<file path="config.mk">
export PLATFORM = sky130hd
export DESIGN_NAME = ram_access_master
export DESIGN_NICKNAME = d
export VERILOG_FILES = /design/src/rtl/ram_access_pkg.sv /design/src/rtl/ram_access_master_lane_align.sv /design/src/rtl/ram_access_master.sv
export SDC_FILE = /design/constraint.sdc
export NUM_CORES = 1
export LEC_CHECK = 0
export ABC_AREA = 0
export CAP_MARGIN = 20
export CORE_MARGIN = 2
export CORE_UTILIZATION = 48
export DETAILED_ROUTE_END_ITERATION = 10
export HOLD_SLACK_MARGIN = 0.1
export PLACE_DENSITY = 0.79
export SYNTH_ARGS = -nofsm -noshare
export SYNTH_HDL_FRONTEND = slang
export SYNTH_SLANG_ARGS = --single-unit
export TNS_END_PERCENT = 1
</file>
<file path="constraint.sdc">
create_clock -name iRAM_CLK -period 2.2 [get_ports iRAM_CLK]
set_clock_uncertainty 0.05 [all_clocks]
set_input_delay 0.22 -clock iRAM_CLK [delete_from_list [all_inputs] [get_ports iRAM_CLK]]
set_output_delay 0.22 -clock iRAM_CLK [all_outputs]
set_load 0.02 [all_outputs]
</file>
<file path="src/rtl/ram_access_pkg.sv">
// ram_access_pkg: shared definitions for the RAM access master slice.
//   - state_t     : FSM state encoding (IDLE, READ, WRITE, DONE)
//   - SZ_*        : LSU access size codes
//   - RAM_*_DEF   : default RAM window origin/length in bytes
//   - misaligned(): natural-alignment check for an access size/offset
package ram_access_pkg;

  typedef enum logic [1:0] {
    ST_IDLE  = 2'd0,
    ST_READ  = 2'd1,
    ST_WRITE = 2'd2,
    ST_DONE  = 2'd3
  } state_t;

  localparam logic [1:0] SZ_BYTE = 2'b00;
  localparam logic [1:0] SZ_HALF = 2'b01;
  localparam logic [1:0] SZ_WORD = 2'b10;
  localparam logic [1:0] SZ_RSVD = 2'b11;

  localparam logic [31:0] RAM_ORIGIN_DEF = 32'h0000_0400;
  localparam logic [31:0] RAM_LENGTH_DEF = 32'h0000_0100;

  // Halves must sit on even addresses, words on multiples of four.
  function automatic logic misaligned(input logic [1:0] size, input logic [1:0] off);
    return ((size == SZ_HALF) && off[0]) || ((size == SZ_WORD) && (off != 2'b00));
  endfunction

endpackage

</file>
<file path="src/rtl/ram_access_master_lane_align.sv">
// ram_lane_align: combinational byte-lane steering between 32-bit RAM words
// and right-justified LSU data.
//   iWORD     in  32  word read from RAM
//   iOFFSET   in  2   byte offset within the word (addr[1:0])
//   iSIZE     in  2   access size code
//   iUNSIGNED in  1   zero-extend (1) or sign-extend (0) loads
//   iWDATA    in  32  right-justified store data
//   oRDATA    out 32  selected lane, extended to 32 bits
//   oMERGED   out 32  iWORD with the target lane(s) replaced by iWDATA
module ram_lane_align
  import ram_access_pkg::*;
(
  input  logic [31:0] iWORD,
  input  logic [1:0]  iOFFSET,
  input  logic [1:0]  iSIZE,
  input  logic        iUNSIGNED,
  input  logic [31:0] iWDATA,
  output logic [31:0] oRDATA,
  output logic [31:0] oMERGED
);

  logic [7:0]  w_byte;
  logic [15:0] w_half;
  logic [31:0] w_wdata_rep;
  logic [3:0]  w_lane_hit;

  assign w_byte = iWORD[{iOFFSET, 3'b000} +: 8];
  assign w_half = iOFFSET[1] ? iWORD[31:16] : iWORD[15:0];

  always_comb begin
    oRDATA = iWORD;
    case (iSIZE)
      SZ_BYTE: oRDATA = {{24{~iUNSIGNED & w_byte[7]}}, w_byte};
      SZ_HALF: oRDATA = {{16{~iUNSIGNED & w_half[15]}}, w_half};
      default: oRDATA = iWORD;
    endcase
  end

  // Replicate the store data across every lane so each lane only has to
  // decide whether it takes the new byte or keeps the old one.
  always_comb begin
    w_wdata_rep = iWDATA;
    case (iSIZE)
      SZ_BYTE: w_wdata_rep = {4{iWDATA[7:0]}};
      SZ_HALF: w_wdata_rep = {2{iWDATA[15:0]}};
      default: w_wdata_rep = iWDATA;
    endcase
  end

  genvar gi;
  generate
    for (gi = 0; gi < 4; gi++) begin : g_lane
      assign w_lane_hit[gi] = (iSIZE == SZ_BYTE) ? (iOFFSET == 2'(gi)) :
                              (iSIZE == SZ_HALF) ? (iOFFSET[1] == 1'(gi >> 1)) :
                                                   1'b1;
      assign oMERGED[gi*8 +: 8] = w_lane_hit[gi] ? w_wdata_rep[gi*8 +: 8] : iWORD[gi*8 +: 8];
    end
  endgenerate

endmodule

</file>
<file path="src/rtl/ram_access_master.sv">
// ram_access_master: turns LSU load/store requests into single-cycle RAM bus
// cycles. Byte/half stores are done as read-modify-write because the RAM only
// writes whole words.
//   iRAM_CLK/iRAM_RST            clock, asynchronous active-low reset
//   iLSU_REQ/WE/SIZE/UNSIGNED    request, sampled when oLSU_BUSY=0
//   iLSU_ADDR/iLSU_WDATA         byte address, right-justified store data
//   oLSU_BUSY/DONE/ERR/RDATA     in-flight flag, completion pulse, fault, load data
//   oRAM_CE/RD/WR/ADDR/DATA      RAM bus (word-aligned address)
//   iRAM_DATA                    RAM read data, valid in the CE&RD cycle
// Build option: define RAM_ACCESS_RANGE_CHECK_EN to fault addresses outside
// [RAM_ORIGIN, RAM_ORIGIN+RAM_LENGTH) at accept time.
module ram_access_master
  import ram_access_pkg::*;
#(
  parameter logic [31:0] RAM_ORIGIN = RAM_ORIGIN_DEF,
  parameter logic [31:0] RAM_LENGTH = RAM_LENGTH_DEF
) (
  input  logic        iRAM_CLK,
  input  logic        iRAM_RST,
  input  logic        iLSU_REQ,
  input  logic        iLSU_WE,
  input  logic [1:0]  iLSU_SIZE,
  input  logic        iLSU_UNSIGNED,
  input  logic [31:0] iLSU_ADDR,
  input  logic [31:0] iLSU_WDATA,
  output logic        oLSU_BUSY,
  output logic        oLSU_DONE,
  output logic        oLSU_ERR,
  output logic [31:0] oLSU_RDATA,
  output logic        oRAM_CE,
  output logic        oRAM_RD,
  output logic        oRAM_WR,
  output logic [31:0] oRAM_ADDR,
  output logic [31:0] oRAM_DATA,
  input  logic [31:0] iRAM_DATA
);

`ifdef RAM_ACCESS_RANGE_CHECK_EN
  localparam bit RANGE_CHECK = 1'b1;
`else
  localparam bit RANGE_CHECK = 1'b0;
`endif

  state_t      r_state;
  state_t      w_state_next;
  logic        r_we;
  logic        r_unsigned;
  logic [1:0]  r_size;
  logic [1:0]  r_byte_off;
  logic [31:0] r_wdata;
  logic        r_err;
  logic [31:0] r_lsu_rdata;
  logic [31:0] r_ram_addr;
  logic [31:0] r_ram_data;

  logic        w_accept;
  logic        w_fault;
  logic        w_out_of_range;
  logic [32:0] w_win_lo;
  logic [32:0] w_win_hi;
  logic [31:0] w_load_data;
  logic [31:0] w_merged;

  assign w_accept = iLSU_REQ && ((r_state == ST_IDLE) || (r_state == ST_DONE));

  // 33-bit bounds so a window ending at 4 GiB does not wrap to zero.
  assign w_win_lo       = {1'b0, RAM_ORIGIN};
  assign w_win_hi       = {1'b0, RAM_ORIGIN} + {1'b0, RAM_LENGTH};
  assign w_out_of_range = ({1'b0, iLSU_ADDR} < w_win_lo) || ({1'b0, iLSU_ADDR} >= w_win_hi);

  assign w_fault = (iLSU_SIZE == SZ_RSVD) ||
                   misaligned(iLSU_SIZE, iLSU_ADDR[1:0]) ||
                   (RANGE_CHECK && w_out_of_range);

  always_ff @(posedge iRAM_CLK or negedge iRAM_RST) begin
    if (!iRAM_RST) r_state <= ST_IDLE;
    else           r_state <= w_state_next;
  end

  always_comb begin
    w_state_next = r_state;
    oLSU_BUSY    = 1'b0;
    oLSU_DONE    = 1'b0;
    oRAM_CE      = 1'b0;
    oRAM_RD      = 1'b0;
    oRAM_WR      = 1'b0;
    case (r_state)
      ST_IDLE, ST_DONE: begin
        oLSU_DONE    = (r_state == ST_DONE);
        w_state_next = ST_IDLE;
        if (w_accept) begin
          if (w_fault)                                w_state_next = ST_DONE;
          else if (iLSU_WE && iLSU_SIZE == SZ_WORD)   w_state_next = ST_WRITE;
          else                                        w_state_next = ST_READ;
        end
      end
      ST_READ: begin
        oLSU_BUSY    = 1'b1;
        oRAM_CE      = 1'b1;
        oRAM_RD      = 1'b1;
        w_state_next = r_we ? ST_WRITE : ST_DONE;
      end
      ST_WRITE: begin
        oLSU_BUSY    = 1'b1;
        oRAM_CE      = 1'b1;
        oRAM_WR      = 1'b1;
        w_state_next = ST_DONE;
      end
      default: w_state_next = ST_IDLE;
    endcase
  end

  ram_lane_align u_align (
    .iWORD     (iRAM_DATA),
    .iOFFSET   (r_byte_off),
    .iSIZE     (r_size),
    .iUNSIGNED (r_unsigned),
    .iWDATA    (r_wdata),
    .oRDATA    (w_load_data),
    .oMERGED   (w_merged)
  );

  // Bus address/data registers only move when a bus cycle is about to
  // happen, so they hold their last values while the bus is idle.
  // oLSU_RDATA only changes on edges entering DONE, so it holds between DONEs.
  always_ff @(posedge iRAM_CLK or negedge iRAM_RST) begin
    if (!iRAM_RST) begin
      r_we        <= 1'b0;
      r_unsigned  <= 1'b0;
      r_size      <= 2'b00;
      r_byte_off  <= 2'b00;
      r_wdata     <= '0;
      r_err       <= 1'b0;
      r_lsu_rdata <= '0;
      r_ram_addr  <= '0;
      r_ram_data  <= '0;
    end else begin
      case (r_state)
        ST_IDLE, ST_DONE: begin
          if (w_accept) begin
            r_we       <= iLSU_WE;
            r_unsigned <= iLSU_UNSIGNED;
            r_size     <= iLSU_SIZE;
            r_byte_off <= iLSU_ADDR[1:0];
            r_wdata    <= iLSU_WDATA;
            r_err      <= w_fault;
            if (w_fault) begin
              r_lsu_rdata <= '0;
            end else begin
              r_ram_addr <= {iLSU_ADDR[31:2], 2'b00};
              if (iLSU_WE && iLSU_SIZE == SZ_WORD) r_ram_data <= iLSU_WDATA;
            end
          end
        end
        ST_READ: begin
          if (r_we) r_ram_data  <= w_merged;
          else      r_lsu_rdata <= w_load_data;
        end
        ST_WRITE: r_lsu_rdata <= '0;
        default: ;
      endcase
    end
  end

  assign oLSU_ERR   = oLSU_DONE && r_err;
  assign oLSU_RDATA = r_lsu_rdata;
  assign oRAM_ADDR  = r_ram_addr;
  assign oRAM_DATA  = r_ram_data;

endmodule

</file>
== After elaboration in Yosys (flattened, before gate mapping) ==
Cells that the tools add are included.
Widths: inputs -> output; s select.
Word-level totals
  word-level logic and storage cells: 82
  output and inout port bits: 102
  bits of input ports: 103
  register bits: 135
Operators by class
  shifts and indexed selects: 1
  eq/ne operators: 16
  bitwise gates (word level): 5
  reduce and logical (&&, ||, !) cells: 19
  mux-type cells: 31
Operator list (number)
  $mux 32: 7
  $pmux 32 s2: 3
  $pmux 32 s3: 1
  $mux 8: 4
  $shiftx 32x6->8: 1
  $mux 16: 1
  $eq 2x2->1 const B: 6
  $ne 2x2->1 const B: 6
  $mux 1: 11
  $eq 2x1->1 const B: 4
  $logic_not 2->1: 3
  $mux 2: 3
  $pmux 2 s3: 1
  $reduce_and 3->1: 2
  $logic_and 1x1->1: 5
  $reduce_and 5->1: 1
  $reduce_bool 2->1: 2
  $reduce_or 2->1: 2
  $logic_or 1x1->1: 3
  $not 1->1: 3
  $and 1x1->1: 2
  $reduce_and 2->1: 1

== Longest topological paths before layout ==
  depth after elaboration: 7
  gate-level depth with buffers: 8

== By module ==
From an unflattened synthesis, not the netlist that was laid out.
Second synthesis, totals
  cells, all modules: 612
  area, all modules: 7467.2 um^2
By module, submodules not included
  ram_access_master: cells an instance 413, area an instance 5896.9 um^2, instances 1
  ram_lane_align: cells an instance 199, area an instance 1570.3 um^2, instances 1

== Least setup slack after synthesis ==
Ideal clock, no wire load.
  path kind: flip-flop to flip-flop
  from: register r_state[0]
  to: register r_ram_data[19], in the netlist oRAM_DATA[19]
  arrival: 1.886 ns
  stages on the path, launching flop included: 8
  setup time: 0.126 ns
  path buffers: 2
  path slack: 0.138 ns
  period minus slack after synthesis: 2.062 ns
  path through: dfrtp_1 -> ha_1 -> clkbuf_1 -> and2b_1 -> a21o_1 -> clkbuf_1 -> a21o_1 -> o32a_1
Between the ends
  word-level cells in the longest chain between the ends: 5
  elaborated cells between the ends (all ways): 13
Ends and longest elaborated chain
  start, declared: RTL line ram_access_master.sv:44  | state_t r_state;
  start signal, assigned: RTL line ram_access_master.sv:77  | else r_state <= w_state_next;
  $eq 2x2->1 / $logic_not 2->1 (equally long branches): RTL line ram_access_master.sv:64, ram_access_master.sv:138
  $logic_or 1x1->1: RTL line ram_access_master.sv:64  | assign w_accept = iLSU_REQ && ((r_state == ST_IDLE) || (r_state == ST_DONE));
  $logic_and 1x1->1: RTL line ram_access_master.sv:64
  $ne 2x2->1 (no source line)
  $reduce_and 5->1 (no source line)
  end signal, assigned: RTL line ram_access_master.sv:151  | if (iLSU_WE && iLSU_SIZE == SZ_WORD) r_ram_data <= iLSU_WDATA;
  end signal, assigned: RTL line ram_access_master.sv:156  | if (r_we) r_ram_data <= w_merged;
  end, declared: RTL line ram_access_master.sv:54  | logic [31:0] r_ram_data;
Parallel ways exist; a longest one is shown, timed or not.
A chain may end at the register's enable or synchronous reset.

== Worst setup path after layout ==
  from: register r_state[1]
  to: output oRAM_RD
Between the ends
  word-level cells in the longest chain between the ends: 2
Ends and longest elaborated chain
  $eq 2x1->1: RTL line ram_access_master.sv:87  | case (r_state)
  $mux 1: RTL line ram_access_master.sv:87
  end, declared: RTL line ram_access_master.sv:31  | output logic oRAM_RD,
Every way passes these cells.

==> qor.csv <==
stage,metric,value,unit
status,status,"finished, final reports clean",
route,vias,6117,
timing,rsz0062_at_grt,no,
synthesis,synth.top_cell.area_share,48.5,%
place,dp_slack,0.0569,ns
cts,htreeDepth,4,
synthesis,syn_area,6960,sq um
floorplan,die_w,124,um
synthesis,ys_seq_area_share,48.5,%
cts,root_buffer,clkbuf_16,
floorplan,coreArea,14400,sq um
critical_path,worst-r2r-setup-slack,0.14,ns
timing,maxSlewViolCount,0,
synthesis,yosysWarnings,0,
grt,grt_antenna_before_repair,0,
synthesis,yosysMostFrequentCell,dfrtp_1,
synthesis,yosysUniqueCellTypes,53,
synthesis,postSynthCellCount,630,
critical_path,critPathLaunch,r_state[1],
critical_path,ff2ff_path_depth,7,
final_layout,n_fill_cell,1064,
final_layout,seqCellArea,3380,sq um
cts,clockBufferDepth,2,
synthesis,synth_commonest_cells,"135 x dfrtp_1, 92 x mux2_2, 70 x nand2_1, 32 x a22o_1, 31 x o21ai_0",
route,drt-initial-drc-count,568,
critical_path,crit_path_end_kind,output port,
final_layout,multi_input_area,3240,sq um
place,gp_congestion,0.889,
synthesis,synth_edf_count,0,
critical_path,cp.required,1.93,ns
critical_path,r2r_end,oRAM_DATA[31],
grt,grt_pass1_vias,6308,
critical_path,worst_setup_path_start_kind,flop,
pwr,power-per-cell-area,1640,nW/um^2
final_layout,postLayoutCellArea,9970,sq um
floorplan,rows,44,
timing,fmax,470,MHz
timing,relSlewSlack,43.1,%
critical_path,timing.rr.start,r_state[0],
timing,hold_violations,0,
grt,track_usage,28.6,%
final_layout,synthToLayoutAreaGrowth,43.2,%
critical_path,critical_path.max_fanout,27,
cts,cts_sinks,135,
cts,cts_inserted_buffers,17,
critical_path,arrival,1.86,ns
timing,finalWorstSetupSlack,0.0743,ns
cts,clk_pin_slew,0.06,ns
floorplan,dieArea,15500,sq um
place,io_buffers,202,
grt,grt_max_degree,68,
final_layout,fin_util,69.4,%
timing,fin_setup_tns,0,ns
route,detail-route-antenna-nets,0,
final_layout,diodes,0,
flow_run,cap_violations,0,
floorplan,io_pins,205,
place,detailed_place_hpwl,16.6,mm
cts,clk_latency,0.42,ns
floorplan,die_h,124,um
route,wl_per_cell,21.2,um
route,drt-total-wl,22.1,mm
timing,setup_violations,0,
place,place_area,9380,sq um
pwr,cellLeakagePower,0.00427,uW
grt,grt_pass1_wl,34.6,mm
synthesis,ys.flop_type,dfrtp_1,
timing,fin_crit,2.13,ns
final_layout,layout.nets,951,
critical_path,endpoint,oRAM_RD,
hold_path,hold_class,in -> async,
timing,fin_crit_sh,96.6,%
route,drcViolationCount,0,
synthesis,avgSynthCellArea,11.1,sq um
critical_path,critPathKind,reg -> out,
synthesis,yosys.area.top_type,dfrtp_1,
timing,tightest_slew,0.852,ns
route,dr.pass1.iters,7,
final_layout,layout-drive-gt1-share,23.0,%
route,via_per_inst,5.87,
cts,cts_tree,built,
synthesis,yosys-top-cells-area,"dfrtp_1 49%, mux2_2 15%, a22o_1 4.0%",
grt,grt-ovfl-total,0,
pwr,vdd_drop_max,0.971,mV
synthesis,async_flop_share,100,%
synthesis,synth-seq-cells,135,
floorplan,start_util,48.5,%
cell usage in the layout (no fill, tap or decap), types with 2 or more instances in the layout:
cell type / synthesis / routed
clkdlybuf4s50_1: 0 / 198
dfrtp_1: 135 / 134
mux2_2: 92 / 92
nand2_1: 70 / 70
buf_4: 3 / 40
a22o_1: 32 / 32
o21ai_0: 31 / 31
nand3_1: 22 / 22
nor2_1: 21 / 21
o31ai_1: 17 / 17
clkbuf_16: 0 / 17
a211oi_1: 16 / 16
inv_1: 12 / 12
a21o_1: 10 / 10
nand3_2: 10 / 10
a21oi_1: 9 / 9
mux2i_1: 9 / 9
a221oi_1: 9 / 9
o32a_1: 8 / 8
o31a_1: 8 / 8
a31oi_1: 8 / 8
buf_12: 1 / 8
nand4_1: 7 / 7
a222oi_1: 7 / 7
o2bb2ai_1: 7 / 7
nor2b_1: 4 / 4
clkinv_2: 0 / 4
inv_6: 0 / 4
and2_1: 3 / 3
ha_1: 3 / 3
clkinvlp_4: 0 / 3
dlygate4sd2_1: 0 / 3
o21a_1: 2 / 2
nand2b_1: 2 / 2
inv_2: 2 / 2
conb_1: 1 / 2
bufinv_16: 0 / 2
area by class of cell:
class | instances | area share, %
well taps | 184 | 2.31
flip-flops and latches | 135 | 33.9
multi-input cells | 427 | 32.5
clock buffers | 18 | 4.40
inverters | 14 | 0.527
repair buffers | 250 | 24.9
clock inverters | 14 | 1.47
report_power, final:
part / internal, uW / switching [uW] / leakage, uW / total, uW
Sequential: 3620 / 865 / 0.00165 / 4490
Clock: 1700 / 1130 / 0.000283 / 2830
Combinational: 4270 / 4730 / 0.00233 / 9000
Total: 9600 / 6720 / 0.00427 / 16300
per-stage QoR:
step / std cells / total power, uW / hold slack [ns]
6_report: 1042 / 16300 / 0.276
3_3_place_gp: 1009 / 13200 / 0.127
4_1_cts: 1042 / 16300 / 0.277
2_1_floorplan: 631 / 9830 / -0.126
5_1_grt: 1042 / 17200 / 0.310
3_5_place_dp: 1009 / 13500 / 0.138
flip-flops by register name (all words and copies together) (netlist names):
register / flops
r_byte_off: 2
r_size: 2
oRAM_ADDR: 30
r_wdata: 32
oRAM_DATA: 32
r_we: 1
r_state: 2
r_unsigned: 1
r_err: 1
oLSU_RDATA: 32
worst max-delay path, stage by stage (launching register included):
cell           delay [ns]
dfrtp_1              0.41
inv_1                0.07
ha_1                 0.23
buf_4                0.31
dlygate4sd2_1        0.42
logic make-up (layout without fill, tap and decap cells):
kind of cell	after synthesis	in the layout	share of synthesized area, %
fa+ha+maj	3	3	0.539
other cells	1	2	0.0538
buf+inv	69	296	4.96
simple gates	148	148	10.5
mux	102	102	16.5
flops	135	135	48.5
compound gates	172	172	18.9
worst min-delay path by stage:
stage | from | end | slack [ns]
6_report | iRAM_RST | oRAM_ADDR[14] | 0.28
5_1_grt | iRAM_RST | oRAM_ADDR[14] | 0.31
4_1_cts | iRAM_RST | oRAM_ADDR[14] | 0.28
3_5_place_dp | iRAM_RST | oRAM_ADDR[14] | 0.14
3_3_place_gp | iRAM_RST | oRAM_ADDR[14] | 0.13
2_1_floorplan | iRAM_RST | oLSU_RDATA[0] | -0.13
per-layer routing:
| metal | part of all wire, % | GRT usage, % | up-vias |
|---|---|---|---|
| li1 | - | - | 2764 |
| met1 | 43 | 38.2 | 3028 |
| met2 | 47 | 45.2 | 273 |
| met3 | 7.3 | 7.73 | 52 |
| met4 | 2.8 | 9.85 | 0 |
| met5 | 0 | 0 | - |
timing repair:
item                                   4_1_cts  5_1_grt
setup endpoints to repair                    3        0
gates resized for setup                      3        0
setup buffers                                0        0
endpoints found under the hold margin       71        0
hold buffers                                 1        0
No activity file was read; power rests on OpenSTA's default activity.
